[config.mk]
export PLATFORM = sky130hd
export DESIGN_NAME = mdu_control
export DESIGN_NICKNAME = d
export VERILOG_FILES = /design/src/rtl/mdu_control.sv
export SDC_FILE = /design/constraint.sdc
export NUM_CORES = 1
export LEC_CHECK = 0
export CAP_MARGIN = 20
export CELL_PAD_IN_SITES_DETAIL_PLACEMENT = 1
export CELL_PAD_IN_SITES_GLOBAL_PLACEMENT = 2
export CORE_MARGIN = 2
export CORE_UTILIZATION = 29
export CTS_CLUSTER_SIZE = 40
export DETAILED_ROUTE_END_ITERATION = 10
export PLACE_DENSITY = 0.87
export SLEW_MARGIN = 40
export SYNTH_ARGS = -nofsm -noshare
export SYNTH_HDL_FRONTEND = slang
export SYNTH_SLANG_ARGS = --single-unit
[constraint.sdc]
create_clock -name clk -period 7.3 [get_ports clk]
set_clock_uncertainty 0.2 [all_clocks]
set_input_delay 1.095 -clock clk [delete_from_list [all_inputs] [get_ports clk]]
set_output_delay 1.095 -clock clk [all_outputs]
set_load 0.03 [all_outputs]
[src/rtl/mdu_control.sv]
// mdu_control: decode/sequence control for the iterative multiply/divide unit and HI/LO writeback.
// Divide support (DIV/DIVU) is compiled in only when MDU_DIV_EN is defined.
module mdu_control #(
  parameter int unsigned MUL_CYCLES = 4,
  parameter int unsigned DIV_CYCLES = 32
) (
  input  logic       clk,
  input  logic       rst,
  input  logic       Valid,
  input  logic       Flush,
  input  logic       MULOp,
  input  logic       ALUOp,
  input  logic [5:0] Func,
  input  logic       DivisorZero,
  output logic       Stall,
  output logic       Init,
  output logic       IterEn,
  output logic [5:0] Count,
  output logic       AccWrite,
  output logic [1:0] AccSel,
  output logic       Signed,
  output logic [1:0] Accum,
  output logic       IsDiv,
  output logic       Done,
  output logic       Busy
);

  localparam int unsigned CW = 6;
  localparam logic [CW-1:0] MUL_LAST = CW'(MUL_CYCLES - 1);
  localparam logic [CW-1:0] DIV_LAST = CW'(DIV_CYCLES - 1);

  localparam logic [5:0] F_MFHI  = 6'h10;
  localparam logic [5:0] F_MTHI  = 6'h11;
  localparam logic [5:0] F_MFLO  = 6'h12;
  localparam logic [5:0] F_MTLO  = 6'h13;
  localparam logic [5:0] F_MULT  = 6'h18;
  localparam logic [5:0] F_MULTU = 6'h19;
`ifdef MDU_DIV_EN
  localparam logic [5:0] F_DIV   = 6'h1A;
  localparam logic [5:0] F_DIVU  = 6'h1B;
`endif
  localparam logic [5:0] F_MADD  = 6'h00;
  localparam logic [5:0] F_MADDU = 6'h01;
  localparam logic [5:0] F_MUL   = 6'h02;
  localparam logic [5:0] F_MSUB  = 6'h04;
  localparam logic [5:0] F_MSUBU = 6'h05;

  typedef enum logic [1:0] {IDLE, ITER, WB} state_t;

  state_t      state;
  logic        mul_q;   // MUL in flight: GPR result pending, keep the pipe stalled
  logic        mul_ex;  // EX still holds the MUL that was accepted; do not re-issue it
  logic        dz_q;    // divide by zero: skip the HI/LO write
  logic        live;
  logic        dec_hilo, dec_mthi, dec_mtlo, dec_start, dec_mul, dec_div, dec_signed;
  logic [1:0]  dec_accum;

  assign live = Valid & ~Flush & ~mul_ex & ~rst;

  // Instruction decode of the live EX slot
  always_comb begin
    dec_hilo   = 1'b0;
    dec_mthi   = 1'b0;
    dec_mtlo   = 1'b0;
    dec_start  = 1'b0;
    dec_mul    = 1'b0;
    dec_div    = 1'b0;
    dec_signed = 1'b0;
    dec_accum  = 2'b00;
    if (live) begin
      if (ALUOp) begin
        case (Func)
          F_MFHI, F_MFLO: dec_hilo = 1'b1;
          F_MTHI:  begin dec_hilo = 1'b1; dec_mthi = 1'b1; end
          F_MTLO:  begin dec_hilo = 1'b1; dec_mtlo = 1'b1; end
          F_MULT:  begin dec_start = 1'b1; dec_signed = 1'b1; end
          F_MULTU: dec_start = 1'b1;
`ifdef MDU_DIV_EN
          F_DIV:   begin dec_start = 1'b1; dec_div = 1'b1; dec_signed = 1'b1; end
          F_DIVU:  begin dec_start = 1'b1; dec_div = 1'b1; end
`endif
          default: ;
        endcase
      end else if (MULOp) begin
        case (Func)
          F_MADD:  begin dec_start = 1'b1; dec_signed = 1'b1; dec_accum = 2'b01; end
          F_MADDU: begin dec_start = 1'b1; dec_accum = 2'b01; end
          F_MUL:   begin dec_start = 1'b1; dec_signed = 1'b1; dec_mul = 1'b1; end
          F_MSUB:  begin dec_start = 1'b1; dec_signed = 1'b1; dec_accum = 2'b10; end
          F_MSUBU: begin dec_start = 1'b1; dec_accum = 2'b10; end
          default: ;
        endcase
      end
    end
  end

  // Same-cycle handshake outputs: stall, operand load and HI/LO write strobe
  always_comb begin
    Stall    = 1'b0;
    Init     = 1'b0;
    AccWrite = 1'b0;
    AccSel   = 2'b00;
    if (!rst) begin
      case (state)
        IDLE: begin
          if (dec_start) begin
            Init  = 1'b1;
            Stall = dec_mul;
          end else if (dec_mthi) begin
            AccWrite = 1'b1;
            AccSel   = 2'b01;
          end else if (dec_mtlo) begin
            AccWrite = 1'b1;
            AccSel   = 2'b10;
          end
        end
        ITER: Stall = mul_q | dec_hilo | dec_start;
        WB: begin
          Stall    = mul_q | dec_hilo | dec_start;
          AccWrite = ~dz_q;
        end
        default: ;
      endcase
    end
  end

  // Sequencer state and registered status outputs
  always_ff @(posedge clk or posedge rst) begin
    if (rst) begin
      state  <= IDLE;
      Count  <= '0;
      IterEn <= 1'b0;
      Done   <= 1'b0;
      Busy   <= 1'b0;
      Signed <= 1'b0;
      Accum  <= 2'b00;
      IsDiv  <= 1'b0;
      mul_q  <= 1'b0;
      mul_ex <= 1'b0;
      dz_q   <= 1'b0;
    end else begin
      if (Flush) mul_ex <= 1'b0;
      case (state)
        IDLE: begin
          if (dec_start) begin
            Signed <= dec_signed;
            Accum  <= dec_accum;
            IsDiv  <= dec_div;
            mul_q  <= dec_mul;
            mul_ex <= dec_mul;
            dz_q   <= dec_div & DivisorZero;
            Busy   <= 1'b1;
            if (dec_div && DivisorZero) begin
              state <= WB;
              Count <= '0;
              Done  <= 1'b1;
            end else begin
              state  <= ITER;
              Count  <= dec_div ? DIV_LAST : MUL_LAST;
              IterEn <= 1'b1;
            end
          end else begin
            mul_ex <= 1'b0;
          end
        end
        ITER: begin
          if (Count == '0) begin
            state  <= WB;
            IterEn <= 1'b0;
            Done   <= 1'b1;
          end else begin
            Count <= Count - CW'(1);
          end
        end
        WB: begin
          state <= IDLE;
          Done  <= 1'b0;
          Busy  <= 1'b0;
          mul_q <= 1'b0;
          dz_q  <= 1'b0;
        end
        default: state <= IDLE;
      endcase
    end
  end

endmodule
### Word-level counts from Yosys, hierarchy flattened

Cells that the tools add are included.

* reductions and logical operators: 20
* equal/unequal tests: 15
* shift-type cells: 0
* $lt $le $gt $ge: 0
* multipliers: 0
* bitwise gates (word level): 9
* divide/modulo/power cells: 0
* mux-type cells: 61
* $add $sub $neg: 1

Operators with widths (number)
* 1-bit two-way mux: 39
* 6-bit by 5-bit equality test with 1-bit output, second input constant: 6
* 2-bit two-way mux: 10
* 1-bit one-hot mux with 2 select lines: 7
* 6-bit by 3-bit equality test with 1-bit output, second input constant: 2
* 6-bit zero test: 2
* 6-bit two-way mux: 2
* 6-bit one-hot mux with 2 select lines: 1
* 2-bit one-hot mux with 2 select lines: 2
* 2-bit AND reduction: 4
* 2-bit nonzero test: 4
* 2-bit OR reduction: 4
* 6-bit by 1-bit equality test with 1-bit output, second input constant: 1
* 6-bit by 2-bit equality test with 1-bit output, second input constant: 1
* 2-bit inequality test, second input constant: 3
* 3-bit AND reduction: 2
* 6-bit by 1-bit subtractor with 6-bit output, second input constant: 1
* 5-bit OR reduction: 1
* 1-bit inverter: 4
* 4-bit OR reduction: 1
* 1-bit bitwise AND: 3
* 3-bit OR reduction: 1
* 2-bit by 1-bit equality test with 1-bit output, second input constant: 1
* 2-bit equality test, second input constant: 1
* other kinds (2): 3

* input port bits: 13
* memories kept: 0
* logic and storage cells: 116
* RAM bits: 0
* register bits after elaboration: 17
* output and inout bits: 18
* bits in latches: 0
* bits in read-only memories: 0

### Logic depth before layout (Yosys ltp)

Gate-level depths: netlist of the first run.

* depth after elaboration: 10
* gate-level depth with buffers: 7
* gate-level depth less buffers: 6

### Worst setup path before layout of the first run

OpenSTA, ideal clock, no wires.

* path kind: input -> output
* from: input port ALUOp
* to: output port Stall
* buffers on the path: 0
* slack: 3208 ps
* stages on the path: 5
* data arrival time: 2797 ps
* required time: 6005 ps
* cell sequence: or3b_4 nand3b_1 or4_4 nor2b_4 a2111oi_4

* word-level cells in the longest chain between the ends: 6
* elaborated cells between the ends (all ways): 11
* classes of those cells: mux (9); bitwise (2)

RTL lines
* from (decl): line 12 `input logic ALUOp,`
* 1-bit two-way mux: line 71 `if (ALUOp) begin`
* 1-bit two-way mux: line 70 `if (live) begin`
* 1-bit OR (2 in series): line 117, 119
* 1-bit one-hot mux with 2 select lines *: line 104 `case (state)`
* 1-bit two-way mux *: line 103 `if (!rst) begin`
* to (decl): line 15 `output logic Stall,`

Mark *: on every way between the ends. The rest lies on a longest branch, timed or not.

### Worst setup path after layout of the first run

* from: input port rst
* to: output port Stall

* word-level cells in the longest chain between the ends: 7
* elaborated cells between the ends (all ways): 10
* classes of those cells: mux (6); bitwise (4)

RTL lines
* from (decl): line 8 `input logic rst,`
* 1-bit inverter: line 58 `assign live = Valid & ~Flush & ~mul_ex & ~rst;`
* 1-bit bitwise AND: line 58
* 1-bit two-way mux: line 70
* 1-bit OR (2 in series): line 117, 119
* 1-bit one-hot mux with 2 select lines: line 104
* 1-bit two-way mux *: line 103

Marks and branches as above.

==> qor.log, run 1 <==
[floorplan] CORE AREA 3390 µm²
[synth] YS warnings 0
[clock_network] TritonCTS clock tree built
[setup_path] category of cells accounting for the largest share of critical-path delay simple AND/OR/NAND/NOR gates
[synth] share of the yosys chip area belonging to registers 38.2%
[place] number of cells after detailed placement 183
[floorplan] effective utilization at floorplan 30.9%
[timing] max-slew violation count 0
[floorplan] width of the chip 64.1 µm
[layout] cell area after layout 1400 µm²
[setup_path] Worst path max stage delay 0.72 ns
[layout] share of layout cells above drive strength 1 8.57%
[place] Setup WS pre-CTS 2.02 ns
[power] final total power 201 µW
[global_route] largest net degree at the start of global routing 17
[status] result of the run finished clean
[setup_path] Worst Reg-to-Reg Cells 6
[floorplan] Die Height 64.1 µm
[timing] Worst slew margin 46.5%
[global_route] global-route usage over all layers 14.7%
[routing] Post-Route WL 2.72 mm
[routing] Detailed Routing Iterations Pass 1 4
[routing] count of unresolved DRC violations after routing 0
[layout] post-layout instance count excluding filler cells 186
[power] leakage power of the design 0.590 nW
[timing] smallest setup slack after layout 2.06 ns
[setup_path] startpoint kind of the worst setup timing path input port
[place] Post-DP Area 1370 µm²
[power] peak ir drop on the vdd network 41.7 µV
[setup_path] cell occurring most often along the worst timing path sky130_fd_sc_hd__clkdlybuf4s50_1
[setup_path] worst-case register-to-register setup slack 4.92 ns
[synth] most used flip-flop cell after synthesis sky130_fd_sc_hd__dfrtp_1
[clock_network] number of H-tree levels 1
[place] last weighted congestion value of the routability-driven placer 0.744
[routing] remaining number of nets flagged by the antenna check after routing 0
[synth] async set-reset flop share out of synthesis 100%
[global_route] initial antenna violation count 0
[clock_network] Post-CTS Repair Setup Buffers 0
[setup_path] arrival time of the worst setup path 3.95 ns
[clock_network] clock latency on the worst-skew pair 0.29 ns
[clock_network] number of clock sinks 16
[timing] RSZ-0062 raised after global routing false
[setup_path] Required @ worst endpoint 6.00 ns
[synth] EDFF count, synth 0
[setup_path] CP Cell Sequence clkdlybuf4s50_1 > nor4b_2 > nand3b_1 > or4_4 > nor2b_4 > a2111oi_4 > clkdlybuf4s50_1
[timing] pin slew with the least headroom to its limit 0.798 ns
[worst_hold_path] class of the tightest hold or removal check reg2reg
[clock_network] number of buffers added by the clock tree synthesis step 3
[synth] synthesized net count 130
[global_route] wire length of the first global-routing pass 4.72 mm
[worst_hold_path] worst hold path depth 2
[timing] accumulated negative setup slack 0 ns
[run] number of violations of the max-capacitance limit 0
[timing] fmax 0.191 GHz
[place] Port Buf Inserts 28
[timing] number of endpoints with negative hold slack in the final report 0
[synth] total of flip-flops plus latches after synthesis 16
[clock_network] post-cts repair resize count 0
[power] pwr/cell area 144 nW/µm²
[global_route] total global routing overflow 0
[place] sum of net half-perimeters after detailed placement 2.22 mm
[worst_hold_path] worst min-delay path startpoint Accum[0]$_DFFE_PP0P_
[floorplan] total die area 4110 µm²
[clock_network] buffer levels on the longest clock path 2
[setup_path] RR Endpoint Count[3]$_DFFE_PP0P_
[routing] ratio of routed vias to standard cells 5.17
[routing] number of DRC markers in iteration 0 20
[setup_path] Worst setup EP type output pin
[setup_path] cell with the biggest individual delay on the critical path sky130_fd_sc_hd__clkdlybuf4s50_1
[worst_hold_path] end point of the most critical hold path Accum[0]$_DFFE_PP0P_
[floorplan] total I/O pin count 31
[setup_path] path length in cells of the critical path 7
[setup_path] maximum fanout encountered on the critical timing path 5
[routing] vias after detailed routing 962
[synth] post-synthesis instance area 1050 µm²
[clock_network] Clock transition at path regs 0.09 ns
[timing] post-layout min period 5.24 ns
[layout] layout overhead on the synthesized area 33.3%
[routing] Routed wire per std cell 14.6 µm
[floorplan] FP Rows 21
[synth] Distinct cells, synth 42
[layout] nets@finish 161
[layout] total inserted antenna cells 0
[synth] average cell area after synthesis 9.43 µm²
[global_route] vias in the first global route 1,027
[timing] endpoints failing setup 0
[clock_network] hold_buf cts 0
[synth] number of instances in the synthesized netlist 111
[setup_path] buffer and inverter count on the worst path 2
[clock_network] CTS Root Cell sky130_fd_sc_hd__clkbuf_4
[setup_path] launch point of the worst reg-to-reg path state[0]$_DFFE_PP0P_
[timing] post-route fraction of the period consumed by the critical path 71.8%
[setup_path] crit path kind in2out
==> per-stage QoR <==
step	hold slack (ns)	utilization [%]
floorplan	0.286	-
global placement	0.265	40.5
detailed placement	0.278	40.5
CTS	0.299	41.2
global route	0.324	41.2
finish	0.288	41.2
==> where the power goes <==
group | leakage, nW | internal (mW) | switching [mW] | total, mW
combinational | 0.373 | 0.0228 | 0.0339 | 0.0567
sequential | 0.203 | 0.0927 | 0.00414 | 0.0969
clock | 0.0138 | 0.0192 | 0.0280 | 0.0472
total | 0.590 | 0.135 | 0.0661 | 0.201
==> kinds of logic (layout without fill, tap and decap cells) <==
logic type | after synthesis | in the layout | synth area share [%]
muxes | 2 | 2 | 2.03
DFF | 16 | 16 | 38.2
other | 1 | 1 | 0.358
adders and majority gates | 6 | 6 | 7.17
and+or+nand+nor | 40 | 40 | 24.5
buffers and inverters | 14 | 43 | 5.38
AOI/OAI and AO/OA | 32 | 32 | 22.3
==> placed cells by master (no fill, tap or decap), types with 2 or more instances in the layout <==
cell type,Yosys,layout
sky130_fd_sc_hd__a21oi_1,6,6
sky130_fd_sc_hd__a31oi_1,2,2
sky130_fd_sc_hd__clkbuf_4,0,3
sky130_fd_sc_hd__clkdlybuf4s50_1,0,28
sky130_fd_sc_hd__dfrtp_1,16,16
sky130_fd_sc_hd__ha_1,6,6
sky130_fd_sc_hd__inv_1,12,12
sky130_fd_sc_hd__nand2_1,7,7
sky130_fd_sc_hd__nand3_1,3,3
sky130_fd_sc_hd__nand4_1,2,2
sky130_fd_sc_hd__nor2_1,8,8
sky130_fd_sc_hd__nor3_1,3,3
sky130_fd_sc_hd__o21ai_0,9,9
sky130_fd_sc_hd__o31ai_1,3,3
sky130_fd_sc_hd__or3_1,5,5
==> per-layer routing <==
metal  routed length (µm)  vias up  GRT usage (%)
met5                    0        -              0
met4                   49        0           6.65
met3                  122        5           2.99
met2                 1350       27           26.0
met1                 1190      465           16.9
li1                     -      465              -
==> flip-flops by register name, indices dropped and copies added, names as in the netlist <==
register	count
Signed	1
IterEn	1
Count	6
mul_ex	1
Accum	2
Busy	1
state	2
Done	1
mul_q	1
==> area by class of cell <==
type,count,area (µm²)
fillers,387,1990
well taps,46,57.6
flip-flops and latches,16,400
multi-input cells,81,591
repair buffers,28,280
clock buffers,3,22.5
inverters,12,45.0
==> worst min-delay path, delay by kind of cell, from the launching register on <==
kind / cells / cell delay [ns]
and+or+nand+nor: 1 / 0.05
DFF: 1 / 0.35
AOI/OAI and AO/OA: 1 / 0.05
==> worst max-delay path by stage <==
stage | start | endpoint | slack (ns)
6_report | rst | Stall | 2.06
5_1_grt | rst | Stall | 1.88
4_1_cts | rst | Stall | 2.02
3_5_place_dp | rst | Stall | 2.02
3_3_place_gp | rst | Stall | 2.10
2_1_floorplan | ALUOp | Stall | 3.21
==> Yosys cell counts, drive strengths merged, types with 2 or more instances <==
cell     count  area share [%]
o311ai       2             2.4
nand2        7             2.5
a31oi        2             1.2
nor3         3             1.4
nor2         8             2.9
o21ai       10             4.8
a2111oi      2             3.5
inv         12             4.3
nor4b        2             3.7
or4          2             1.8
nand3        3             1.4
nor2b        2             1.9
nand4        2             1.2
ha           6             7.2
o31ai        3             2.2
dfrtp       16              38
or3          5             3.0
a21oi        6             2.9
Note: power is estimated with default switching activity, not from simulation.
==> run 2, diff against run 1 <==
- CORE_UTILIZATION: 29 -> 27
- PLACE_DENSITY: 0.87 -> 0.82
- clock period: 7.3 -> 5.37 ns (I/O delays scaled with it)
==> qor.log, run 2 (synthesis gave the netlist of run 1 again) <==
[layout] post-layout instance count excluding filler cells 189 [+1.6%]
[routing] Detailed Routing Iterations Pass 1 2 [-2]
[power] Psw 93.1 µW [+41%]
[clock_network] Post-CTS Repair Setup Buffers 0 [unchanged]
[clock_network] post-cts repair resize count 0 [unchanged]
[clock_network] TritonCTS clock tree built
[floorplan] total die area 4390 µm² [+6.9%]
[clock_network] CTS Root Cell sky130_fd_sc_hd__clkbuf_8
[setup_path] Worst path max stage delay 0.73 ns [about the same]
[global_route] global-route usage over all layers 14.2% [-0.50 points]
[timing] number of endpoints with negative hold slack in the final report 0 [unchanged]
[global_route] total global routing overflow 0 [unchanged]
[routing] Post-Route WL 2.71 mm [-0.44%]
[clock_network] buffer levels on the longest clock path 2 [unchanged]
[layout] commonest cells after routing, fill and taps aside 28 x sky130_fd_sc_hd__clkdlybuf4s50_1, 16 x sky130_fd_sc_hd__dfrtp_1, 12 x sky130_fd_sc_hd__inv_1
[global_route] vias in the first global route 1,025 [-0.19%]
[global_route] initial antenna violation count 0 [unchanged]
[clock_network] number of clock sinks 16 [unchanged]
[routing] ratio of routed vias to standard cells 5.06 [-2.2%]
[timing] accumulated negative setup slack 0 ns [unchanged]
[clock_network] hold_buf cts 0 [unchanged]
[place] number of cells after detailed placement 185 [+1.1%]
[floorplan] FP Rows 22 [+4.8%]
[setup_path] buffer and inverter count on the worst path 2 [unchanged]
[setup_path] launch point of the worst reg-to-reg path state[0]$_DFFE_PP0P_
[floorplan] total I/O pin count 31 [unchanged]
[routing] Routed wire per std cell 14.3 µm [-2.0%]
[place] last weighted congestion value of the routability-driven placer 0.781 [+4.9%]
[routing] number of DRC markers in iteration 0 12 [-40%]
[power] logic gate share of total power 24.2% [-4.1 points]
[timing] post-layout min period 4.67 ns
[layout] registers with the most flip-flops Count x6, Accum x2, state x2
[setup_path] RR Endpoint Count[2]$_DFFE_PP0P_
[setup_path] worst-case register-to-register setup slack 3.02 ns [-1.90 ns]
[global_route] largest net degree at the start of global routing 17 [unchanged]
[global_route] wire length of the first global-routing pass 4.74 mm [+0.45%]
[layout] share of the core filled with cells in the final layout 38.8% [-2.4 points]
[setup_path] maximum fanout encountered on the critical timing path 5 [unchanged]
[routing] remaining number of nets flagged by the antenna check after routing 0 [unchanged]
[status] result of the run finished clean
[setup_path] crit path kind in2out
[power] clock power share 34.1% [+11 points]
[setup_path] Worst setup EP type output pin
[worst_hold_path] worst min-delay path startpoint Accum[1]$_DFFE_PP0P_
[routing] vias after detailed routing 956 [-0.62%]
[timing] RSZ-0062 raised after global routing false
[power] switching power as a share of total power 29.5% [-3.4 points]
[setup_path] arrival time of the worst setup path 3.66 ns [-0.29 ns]
[layout] Largest register FFs 6 [unchanged]
[setup_path] startpoint kind of the worst setup timing path input port
[clock_network] number of buffers added by the clock tree synthesis step 3 [unchanged]
[timing] endpoints failing setup 0 [unchanged]
[layout] layout overhead on the synthesized area 36.7%
[worst_hold_path] class of the tightest hold or removal check reg2reg
[setup_path] category of cells accounting for the largest share of critical-path delay simple AND/OR/NAND/NOR gates
[place] sum of net half-perimeters after detailed placement 2.11 mm [-4.9%]
[run] number of violations of the max-capacitance limit 0 [unchanged]
[floorplan] effective utilization at floorplan 28.4% [-2.5 points]
[power] pwr/cell area 220 nW/µm² [+53%]
[layout] share of layout cells above drive strength 1 9.22% [+0.65 points]
[clock_network] number of H-tree levels 1 [unchanged]
[timing] pin slew with the least headroom to its limit 0.779 ns [-0.0192 ns]
[setup_path] Worst Reg-to-Reg Cells 6 [unchanged]
[routing] count of unresolved DRC violations after routing 0 [unchanged]
[setup_path] cell occurring most often along the worst timing path sky130_fd_sc_hd__clkdlybuf4s50_1
[layout] filler cell count in the final layout 448 [+16%]
[timing] Worst slew margin 47.7% [+1.3 points]
[setup_path] launching instance or port of the critical path rst
[power] peak ir drop on the vdd network 59.7 µV [+43%]
[layout] register with the most flip-flops Count
[place] Port Buf Inserts 28 [unchanged]
[floorplan] CORE AREA 3690 µm² [+8.8%]
[timing] fmax 0.214 GHz
[floorplan] width of the chip 66.3 µm [+3.4%]
[timing] max-slew violation count 0 [unchanged]
[timing] post-route fraction of the period consumed by the critical path 87.0%
[power] cell internal pwr 222 µW [+65%]
[clock_network] clock latency on the worst-skew pair 0.25 ns [-0.04 ns]
[clock_network] Clock transition at path regs 0.06 ns [-0.03 ns]
[power] sequential group share of total power 41.7% [-6.5 points]
[setup_path] Required @ worst endpoint 4.36 ns [-1.64 ns]
[setup_path] end point of the critical path Stall
[layout] nets@finish 161 [unchanged]
[layout] total inserted antenna cells 0 [unchanged]
[power] leakage power of the design 0.605 nW [+2.5%]
[setup_path] CP Cell Sequence clkdlybuf4s50_1 > nor4b_2 > nand3b_1 > or4_4 > nor2b_4 > a2111oi_4 > clkdlybuf4s50_1
[floorplan] Die Height 66.3 µm [+3.4%]
[setup_path] cell with the biggest individual delay on the critical path sky130_fd_sc_hd__clkdlybuf4s50_1
[layout] most common cell after layout, fill and taps aside sky130_fd_sc_hd__clkdlybuf4s50_1
[setup_path] path length in cells of the critical path 7 [unchanged]
run 2: changes by cell type in the layout (fill, tap and decap cells not counted), sizes merged:
cell and change:
clkbuf +1
run 2: how the worst min path moves through the flow:
stage | to | slack (ns) | depth (start not counted)
after floorplan | mul_q$_DFFE_PP0P_ | 0.29 | 2
after CTS | Accum[1]$_DFFE_PP0P_ | 0.29 | 2
after global placement | Accum[1]$_DFFE_PP0P_ | 0.27 | 2
final | Accum[1]$_DFFE_PP0P_ | 0.29 | 2
after global routing | Accum[1]$_DFFE_PP0P_ | 0.34 | 2
after detailed placement | Accum[1]$_DFFE_PP0P_ | 0.28 | 2
run 2: tightest hold or removal path, cell delays in order (launching register included):
cell                      delay (ns)
sky130_fd_sc_hd__dfrtp_1        0.34
sky130_fd_sc_hd__nand2_1        0.05
sky130_fd_sc_hd__o21ai_0        0.06
run 2: layout make-up:
type	instances	area [µm²]	share of cell area [%]
clock buffers	4	55.1	3.85
well taps	48	60.1	4.20
multi-input cells	81	591	41.3
repair buffers	28	280	19.6
flip-flops and latches	16	400	28.0
inverters	12	45.0	3.15
run 2: power by group through the flow:
stage	Combinational (mW)	Clock (mW)	Sequential, mW
6_report	0.0765	0.108	0.131
5_1_grt	0.0868	0.119	0.132
4_1_cts	0.0776	0.112	0.132
3_5_place_dp	0.0770	0	0.134
3_3_place_gp	0.0752	0	0.134
2_1_floorplan	0.0405	0	0.141
run 2: metrics by stage:
| stage | hold slack, ns | total power, mW | instance area, µm² | worst slack [ns] |
|---|---|---|---|---|
| 2_1_floorplan | 0.286 | 0.181 | 1050 | 1.86 |
| 3_3_place_gp | 0.265 | 0.209 | 1380 | 0.684 |
| 3_5_place_dp | 0.276 | 0.211 | 1380 | 0.664 |
| 4_1_cts | 0.291 | 0.322 | 1430 | 0.670 |
| 5_1_grt | 0.335 | 0.338 | 1430 | 0.477 |
| 6_report | 0.285 | 0.316 | 1430 | 0.700 |
run 2: layer usage:
metal | track usage (%) | part of all wire (%)
met3 | 2.04 | 2.8
met4 | 6.89 | 1.6
met2 | 25.0 | 51
met5 | 0 | 0
met1 | 16.6 | 44
==> run 3, diff against run 2 <==
- CORE_MARGIN: 2 -> default
==> qor.log, run 3 (synthesis gave the netlist of run 1 again) <==
[status] result of the run finished clean
[floorplan] FP Rows 22 [unchanged]
[layout] share of the core filled with cells in the final layout 38.8% [unchanged]
[floorplan] Die Height 64.3 µm [-3.0%]
[routing] vias after detailed routing 973 [+1.8%]
[run] number of violations of the max-capacitance limit 0 [unchanged]
[power] leakage power of the design 0.605 nW [unchanged]
[layout] register with the most flip-flops Count
[worst_hold_path] class of the tightest hold or removal check reg2reg
[timing] pin slew with the least headroom to its limit 0.830 ns [+0.0513 ns]
[setup_path] cell with the biggest individual delay on the critical path sky130_fd_sc_hd__clkdlybuf4s50_1
[clock_network] Post-CTS Repair Setup Buffers 0 [unchanged]
[routing] Post-Route WL 2.74 mm [+1.3%]
[clock_network] buffer levels on the longest clock path 2 [unchanged]
[layout] total area of multi-input combinational cells 591 µm² [unchanged]
[routing] number of DRC markers in iteration 0 9 [-3]
[routing] Routed wire per std cell 14.5 µm [+1.3%]
[setup_path] crit path kind in2out
[global_route] initial antenna violation count 0 [unchanged]
[worst_hold_path] worst min-delay path startpoint Accum[0]$_DFFE_PP0P_
[clock_network] Clock transition at path regs 0.07 ns [about the same]
[global_route] vias in the first global route 1,083 [+5.7%]
[timing] endpoints failing setup 0 [unchanged]
[layout] filler cell count in the final layout 459 [+2.5%]
[place] number of cells after detailed placement 185 [unchanged]
[timing] accumulated negative setup slack 0 ns [unchanged]
[setup_path] worst-case register-to-register setup slack 2.99 ns [-0.03 ns]
[layout] total inserted antenna cells 0 [unchanged]
[setup_path] Worst setup EP type output pin
[routing] routed length on met2 1.39 mm [-0.14%]
[global_route] total global routing overflow 0 [unchanged]
[timing] post-route fraction of the period consumed by the critical path 85.5% [-1.5 points]
[clock_network] number of clock sinks 16 [unchanged]
[timing] fmax 0.218 GHz [+1.7%]
[setup_path] Required @ worst endpoint 4.36 ns [about the same]
[setup_path] arrival time of the worst setup path 3.59 ns [-0.07 ns]
[clock_network] post-cts repair resize count 0 [unchanged]
[clock_network] hold_buf cts 0 [unchanged]
[setup_path] buffer and inverter count on the worst path 2 [unchanged]
[layout] Largest register FFs 6 [unchanged]
[timing] RSZ-0062 raised after global routing false
[place] Port Buf Inserts 28 [unchanged]
[global_route] global-route usage over all layers 15.4% [+1.2 points]
[clock_network] clock latency on the worst-skew pair 0.26 ns [about the same]
[clock_network] TritonCTS clock tree built
[setup_path] maximum fanout encountered on the critical timing path 5 [unchanged]
[layout] nets@finish 161 [unchanged]
[clock_network] CTS Root Cell sky130_fd_sc_hd__clkbuf_8
[floorplan] width of the chip 64.3 µm [-3.0%]
[setup_path] startpoint kind of the worst setup timing path input port
[routing] DRT met1 WL 1.23 mm [+2.5%]
[clock_network] number of H-tree levels 1 [unchanged]
[global_route] largest net degree at the start of global routing 17 [unchanged]
[setup_path] launching instance or port of the critical path rst
[routing] routed wl met3 71 µm [-6.6%]
[layout] area of all sequential standard cells 400 µm² [unchanged]
[setup_path] cell occurring most often along the worst timing path sky130_fd_sc_hd__clkdlybuf4s50_1
[power] pwr/cell area 224 nW/µm² [+1.6%]
[layout] most common cell after layout, fill and taps aside sky130_fd_sc_hd__clkdlybuf4s50_1
[routing] ratio of routed vias to standard cells 5.15 [+1.8%]
[setup_path] launch point of the worst reg-to-reg path state[0]$_DFFE_PP0P_
[floorplan] total die area 4130 µm² [-5.9%]
[setup_path] Worst path max stage delay 0.72 ns [about the same]
[floorplan] total I/O pin count 31 [unchanged]
[timing] max-slew violation count 0 [unchanged]
[routing] Detailed Routing Iterations Pass 1 4 [+2]
[timing] number of endpoints with negative hold slack in the final report 0 [unchanged]
[layout] commonest cells after routing, fill and taps aside 28 x sky130_fd_sc_hd__clkdlybuf4s50_1, 16 x sky130_fd_sc_hd__dfrtp_1, 12 x sky130_fd_sc_hd__inv_1
[setup_path] category of cells accounting for the largest share of critical-path delay buffers and inverters
[floorplan] effective utilization at floorplan 28.4% [unchanged]
[layout] layout overhead on the synthesized area 36.7% [unchanged]
[place] last weighted congestion value of the routability-driven placer 0.727 [-6.8%]
[power] peak ir drop on the vdd network 70.4 µV [+18%]
[floorplan] CORE AREA 3690 µm² [unchanged]
[global_route] wire length of the first global-routing pass 4.89 mm [+3.1%]
[place] sum of net half-perimeters after detailed placement 2.17 mm [+2.6%]
[layout] share of layout cells above drive strength 1 9.22% [unchanged]
[layout] registers with the most flip-flops Count x6, Accum x2, state x2
[timing] Hold WS 0.302 ns [+0.0168 ns]
[clock_network] number of buffers added by the clock tree synthesis step 3 [unchanged]
[setup_path] CP Cell Sequence clkdlybuf4s50_1 > nor4b_2 > nand3b_1 > or4_4 > nor2b_4 > a2111oi_4 > clkdlybuf4s50_1
[routing] count of unresolved DRC violations after routing 0 [unchanged]
[timing] Worst slew margin 44.3% [-3.4 points]
[timing] post-layout min period 4.59 ns [-0.0781 ns]
[layout] post-layout instance count excluding filler cells 189 [unchanged]
[routing] remaining number of nets flagged by the antenna check after routing 0 [unchanged]
[routing] highest metal used met4
## run 3: cell counts in the layout (fill, tap and decap cells not counted)
No cell type changed its count.
## run 3: area by class of cell
type | count | share of cell area (%)
Multi-Input combinational cell | 81 | 41.3
Clock buffer | 4 | 3.85
Timing Repair Buffer | 28 | 19.6
Tap cell | 48 | 4.20
Inverter | 12 | 3.15
Sequential cell | 16 | 28.0
## run 3: worst paths after layout
kind | end | cells past startpoint
max reg2reg | Count[4]$_DFFE_PP0P_ | 6
max in group asynchronous | Count[5]$_DFFE_PP0P_ | 2
min | Accum[0]$_DFFE_PP0P_ | 2
min reg2reg | Accum[0]$_DFFE_PP0P_ | 2
min in group asynchronous | mul_ex$_DFFE_PP0P_ | 2
max | Stall | 7
## run 3: worst reg2reg max path, stage by stage, from the launching register on
cell and delay, ns:
sky130_fd_sc_hd__dfrtp_1 0.41, sky130_fd_sc_hd__inv_1 0.10, sky130_fd_sc_hd__ha_1 0.37, sky130_fd_sc_hd__inv_1 0.20, sky130_fd_sc_hd__o311ai_2 0.64, sky130_fd_sc_hd__o21ai_0 0.21, sky130_fd_sc_hd__a21oi_1 0.17
## run 3: metal layers
metal | up-vias | track usage, %
li1 | 466 | -
met1 | 480 | 18.5
met2 | 22 | 27.1
met3 | 5 | 1.96
met4 | 0 | 6.94
met5 | - | 0
## run 3: report_power, final
group | switching, mW | internal [mW]
combinational | 0.0454 | 0.0311
sequential | 0.00565 | 0.126
clock | 0.0471 | 0.0652
total | 0.0982 | 0.223
## run 3: per-stage QoR
stage                     total power [mW]  setup WS (ns)  cell area, µm²
final                                0.321          0.779            1430
after global routing                 0.339          0.590            1430
after CTS                            0.324          0.731            1430
after detailed placement             0.212          0.727            1380
after global placement               0.209          0.707            1380
after floorplan                      0.181           1.86            1050
